$ cat src/rtl/sinc3.sv
`default_nettype none
// ============================================================================
// Module   : sinc3
// Brief    : Third-order sinc (CIC) decimator for a 1-bit delta-sigma stream,
//            producing a 16-bit full-scale-normalized result and a strobe.
// Revision : 1.0 - initial release
// ============================================================================
module sinc3 #(
    parameter int ACC_W = 25
) (
    input  logic        MCLK,
    input  logic        RST,
    input  logic        MDAT,
    input  logic [1:0]  MODE,
    output logic [15:0] SNCOUT,
    output logic        ENBL
);

    localparam int         CNT_W       = 8;
    localparam int         SCL_W       = ACC_W + 1;
    localparam logic [1:0] SETTLE_DONE = 2'd3;

    logic [1:0]       mode_q;
    logic             mode_change;
    logic             clear;

    logic [ACC_W-1:0] integ1;
    logic [ACC_W-1:0] integ2;
    logic [ACC_W-1:0] integ3;

    logic [CNT_W-1:0] frame_cnt;
    logic [CNT_W-1:0] frame_last;
    logic             frame_end;

    logic [ACC_W-1:0] dly1;
    logic [ACC_W-1:0] dly2;
    logic [ACC_W-1:0] dly3;
    logic [ACC_W-1:0] comb1;
    logic [ACC_W-1:0] comb2;
    logic [ACC_W-1:0] comb3;
    logic [ACC_W-1:0] comb_out;

    logic [1:0]       settle_cnt;
    logic             out_pending;

    logic [SCL_W-1:0] widened;
    logic [SCL_W-1:0] scaled;
    logic [15:0]      result;

    // A MODE change restarts the filter exactly like reset, but keeps SNCOUT.
    assign mode_change = (MODE != mode_q);
    assign clear       = !RST || mode_change;

    always_comb begin
        frame_last = 8'd255;
        case (mode_q)
            2'd0:    frame_last = 8'd31;
            2'd1:    frame_last = 8'd63;
            2'd2:    frame_last = 8'd127;
            default: frame_last = 8'd255;
        endcase
    end

    assign frame_end = (frame_cnt == frame_last);

    // Modulo differences; integrator wrap-around cancels out here.
    assign comb1 = integ3 - dly1;
    assign comb2 = comb1 - dly2;
    assign comb3 = comb2 - dly3;

    // Normalize R^3 full scale to 2^16, then clip the all-ones case.
    assign widened = {1'b0, comb_out};

    always_comb begin
        scaled = widened >> 8;
        case (mode_q)
            2'd0:    scaled = widened << 1;
            2'd1:    scaled = widened >> 2;
            2'd2:    scaled = widened >> 5;
            default: scaled = widened >> 8;
        endcase
    end

    assign result = (|scaled[SCL_W-1:16]) ? 16'hFFFF : scaled[15:0];

    always_ff @(posedge MCLK) begin
        if (clear) begin
            mode_q      <= MODE;
            integ1      <= '0;
            integ2      <= '0;
            integ3      <= '0;
            frame_cnt   <= '0;
            dly1        <= '0;
            dly2        <= '0;
            dly3        <= '0;
            comb_out    <= '0;
            settle_cnt  <= '0;
            out_pending <= 1'b0;
            ENBL        <= 1'b0;
            if (!RST) begin
                SNCOUT <= '0;
            end
        end else begin
            integ1 <= integ1 + {{(ACC_W-1){1'b0}}, MDAT};
            integ2 <= integ2 + integ1;
            integ3 <= integ3 + integ2;

            ENBL        <= out_pending;
            out_pending <= 1'b0;
            if (out_pending) begin
                SNCOUT <= result;
            end

            if (frame_end) begin
                frame_cnt <= '0;
                dly1      <= integ3;
                dly2      <= comb1;
                dly3      <= comb2;
                comb_out  <= comb3;
                // The first three frames only fill the comb history.
                if (settle_cnt == SETTLE_DONE) begin
                    out_pending <= 1'b1;
                end else begin
                    settle_cnt <= settle_cnt + 2'd1;
                end
            end else begin
                frame_cnt <= frame_cnt + CNT_W'(1);
            end
        end
    end

endmodule
`default_nettype wire

$ cat config.mk
export PLATFORM = sky130hd
export DESIGN_NAME = sinc3
export DESIGN_NICKNAME = d
export VERILOG_FILES = /design/src/rtl/sinc3.sv
export SDC_FILE = /design/constraint.sdc
export NUM_CORES = 1
export LEC_CHECK = 0
export BUFFER_PORTS_ARGS = -buffer_cell sky130_fd_sc_hd__buf_2
export CAP_MARGIN = 0
export CORE_AREA = 5 5 215 217
export CTS_BUF_LIST = sky130_fd_sc_hd__clkbuf_8
export DETAILED_ROUTE_END_ITERATION = 16
export DIE_AREA = 0 0 220 222
export MAX_ROUTING_LAYER = met4
export PLACE_DENSITY = 0.54
export REMOVE_ABC_BUFFERS = 1
export SLEW_MARGIN = 20
export SYNTH_ARGS = -nofsm -noshare
export SYNTH_HDL_FRONTEND = slang
export SYNTH_SLANG_ARGS = --single-unit
$ cat constraint.sdc
create_clock -name MCLK -period 15.5 [get_ports MCLK]
set_input_delay 0 -clock MCLK [delete_from_list [all_inputs] [get_ports MCLK]]
set_output_delay 0 -clock MCLK [all_outputs]
set_load 0.02 [all_outputs]
==> run summary <==
ys flop type - dfxtp_1
Final Hold Viols - 0
average size of a mapped cell - 8.234 um2
clk_skew - 0.01895 ns
mux contribution to synthesized area - 0.03095
Switch Pwr - 260.1 uW
# nets final - 1730
largest family of logic cells by synthesized area - compound AO/OA/AOI/OAI gates
routed len/inst - 11.98 um
Leakage - 0.005755 uW
WS Path Type - flip-flop to flip-flop
P_int - 835.1 uW
Final GP Congestion - 0.8225
count of yosys warnings during synthesis - 0
Slew Limit Fails - 0
IO Port Bufs - 21
hold buffer count at cts - 3
H-tree lvl count - 2
Seq/Total Area, Yosys - 0.3291
synth top area cells - dfxtp_1, ha_1, a21oi_1
period utilisation layout - 0.4317
final hold slack - 0.1860 ns
Max-Slew Margin vs Limit - 0.3299
Worst Path Arrival - 7.14 ns
Worst-Margin Slew - 1.005 ns
HP Class - input port to flip-flop
Num CTS Buffers - 38
root buffer cell - clkbuf_8
Buffers & Inverters on Critical Path - 2
share of layout cells above drive strength 1 - 0.07389
Post-CTS Setup Bufs - 0
Pre-Repair DR Iteration Count - 4
unrepaired setup endpoints after global routing - false
Area Growth Syn to Fin - 11.59%
# fillers - 4696
CTS tree - built
Rows - 77
slowest stage delay, CP - 0.43 ns
Synth top area share - 0.2876
starting density of the core - 0.2963
clk buf depth - 3
die height - 222 um
number of vias per cell - 4.653
number of routed nets with antenna violations - 0
area share of fa/ha/maj cells after synthesis - 0.1269
Yosys top cell by area - dfxtp_1
simple-gate share of the synthesized area - 0.1837
n_diodes - 0
CP Launch Type - flip-flop
vias in the first global route - 10025
largest net degree at the start of global routing - 104
Flop pwr share - 0.493
Crit Path Max Fanout - 7
CTS resizes - 0
Clk pwr share - 0.476
total global routing track utilization - 0.1124
initial antenna violation count - 0
Compound-Gate Fraction of Synth Area - 0.1968
status - complete, no violations
HPWL Detailed - 18520 um
DRC violations left - 0
grt ovf - 0
unique cell type count in the Yosys netlist - 79
worst skew pair latency - 0.56 ns
post-synthesis async set-or-reset flop share - 0
FMAX - 149.5 MHz
Synth Register Bits - 205
WL final - 26540 um
kind of end point of the critical path - flip-flop
setup TNS - 0 ns
fin crit period - 6.691 ns
Mapped Cells - 1581
CP max-delay cell - fa_1
Power Density - 75.39 nW/um2
1st-iter DRT viols - 424
Die ar. - 48840 um2
WP data required - 15.95 ns
switching share of total power - 0.2375
num ports - 22
Combinational Power Share - 0.031
core area - 43930 um2
first-pass GRT wire length - 46200 um
Largest delay share family, worst path - compound AO/OA/AOI/OAI gates
Max-Cap Viols - 0
Post-synth EDFFs - 18
worst vdd ir - 42.25 uV
Synth Area in XOR/XNOR - 0.08515
Layout Cells excl Fill - 2216
via count - 10310
Mapped Area - 13020 um2
Num Clock Sinks - 205
clock slew at reported path FFs - 0.06 ns
Cells after DPL - 2144
Final Total Pwr - 1095 uW
# setup viols final - 0
die width - 220 um
-- kinds of logic (layout without fill, tap and decap cells) --
family                     Yosys count  count (layout)
and+or+nand+nor                    532             532
AOI/OAI and AO/OA                  402             402
DFF                                205             205
buffers and inverters              164             207
adders and majority gates          129             129
xor gates and xnor gates           125             125
muxes                               24              24
-- metrics by stage --
step	utilization	setup WS, ns	cell area [um2]
2_1_floorplan	-	9.373	12810
3_3_place_gp	0.3121	8.923	13710
3_5_place_dp	0.3121	8.823	13710
4_1_cts	0.3303	8.798	14510
5_1_grt	0.3307	8.210	14530
6_report	0.3307	8.809	14530
-- layout make-up --
cell class                 instances  area (um2)  area share
multi-input combinational       1212        8134      0.5599
sequential                       205        4284      0.2949
inverter                         110       417.9     0.02877
clock inverter                    18       78.83    0.005426
tap                              592       740.7     0.05099
clock buffer                      50       688.2     0.04737
timing repair buffer              29       183.9     0.01266
-- routing by layer --
metal / global-route usage / vias up / share of wire
met2: 0.1854 / 96 / 0.46
met1: 0.1396 / 4640 / 0.49
li1: - / 5536 / -
met3: 0.02185 / 38 / 0.035
met4: 0.03302 / 0 / 0.019
met5: - / - / 0
-- power groups by stage --
stage | sequential [uW] | combinational, uW | clock [uW]
3_5_place_dp | 553 | 32.1 | 0
2_1_floorplan | 554 | 19.0 | 0
4_1_cts | 542 | 32.7 | 547
3_3_place_gp | 553 | 31.8 | 0
5_1_grt | 540 | 37.9 | 570
6_report | 540 | 33.8 | 521
-- worst reg2reg max path: cells and delay by family, from the launching register on --
| kind | cells | cell delay (ns) |
|---|---|---|
| AO/OA/AOI/OAI | 17 | 3.64 |
| flip-flops | 1 | 0.32 |
| AND/OR/NAND/NOR | 6 | 0.81 |
| buffers and inverters | 2 | 0.11 |
| XOR/XNOR | 3 | 0.43 |
| adder cells (fa/ha/maj) | 4 | 1.28 |
-- worst paths after layout --
kind	from	endpoint	slack [ns]	cells past startpoint
worst min-delay path	MODE[1]	mode_q[1]	0.19	2
worst min register to register	dly3[22]	dly3[22]	0.45	2
worst max register to register	integ3[0]	comb_out[24]	8.81	32
worst max-delay path	integ3[0]	comb_out[24]	8.81	32
-- Yosys cell counts, types with 13 or more instances --
| master | number |
|---|---|
| nand2_1 | 191 |
| nand3_1 | 48 |
| nor3_1 | 23 |
| xor2_1 | 55 |
| nand2b_1 | 13 |
| ha_1 | 124 |
| a21o_1 | 48 |
| o21a_1 | 20 |
| o21ai_0 | 41 |
| o21bai_1 | 15 |
| nor2_1 | 163 |
| a211oi_1 | 18 |
| nor2b_1 | 15 |
| a21oi_1 | 177 |
| xnor2_1 | 69 |
| clkbuf_1 | 46 |
| and3_1 | 24 |
| mux4_2 | 13 |
| inv_1 | 109 |
| edfxtp_1 | 18 |
| dfxtp_1 | 187 |
-- state kept, by name, summed over array words and instances (netlist names), 8 cells and up --
signal / count
SNCOUT: 16
comb_out: 25
dly1: 25
dly2: 25
dly3: 25
frame_cnt: 8
integ1: 25
integ2: 25
integ3: 25
-- placed cells by master, fill, tap and decap left out, types with 48 or more instances in the layout --
cell,netlist,routed
nand2_1,191,191
xnor2_1,69,69
a21o_1,48,48
nor2_1,163,163
ha_1,124,124
inv_1,109,119
xor2_1,55,55
dfxtp_1,187,187
clkbuf_8,0,50
a21oi_1,177,177
(Power assumes the default switching activity.)
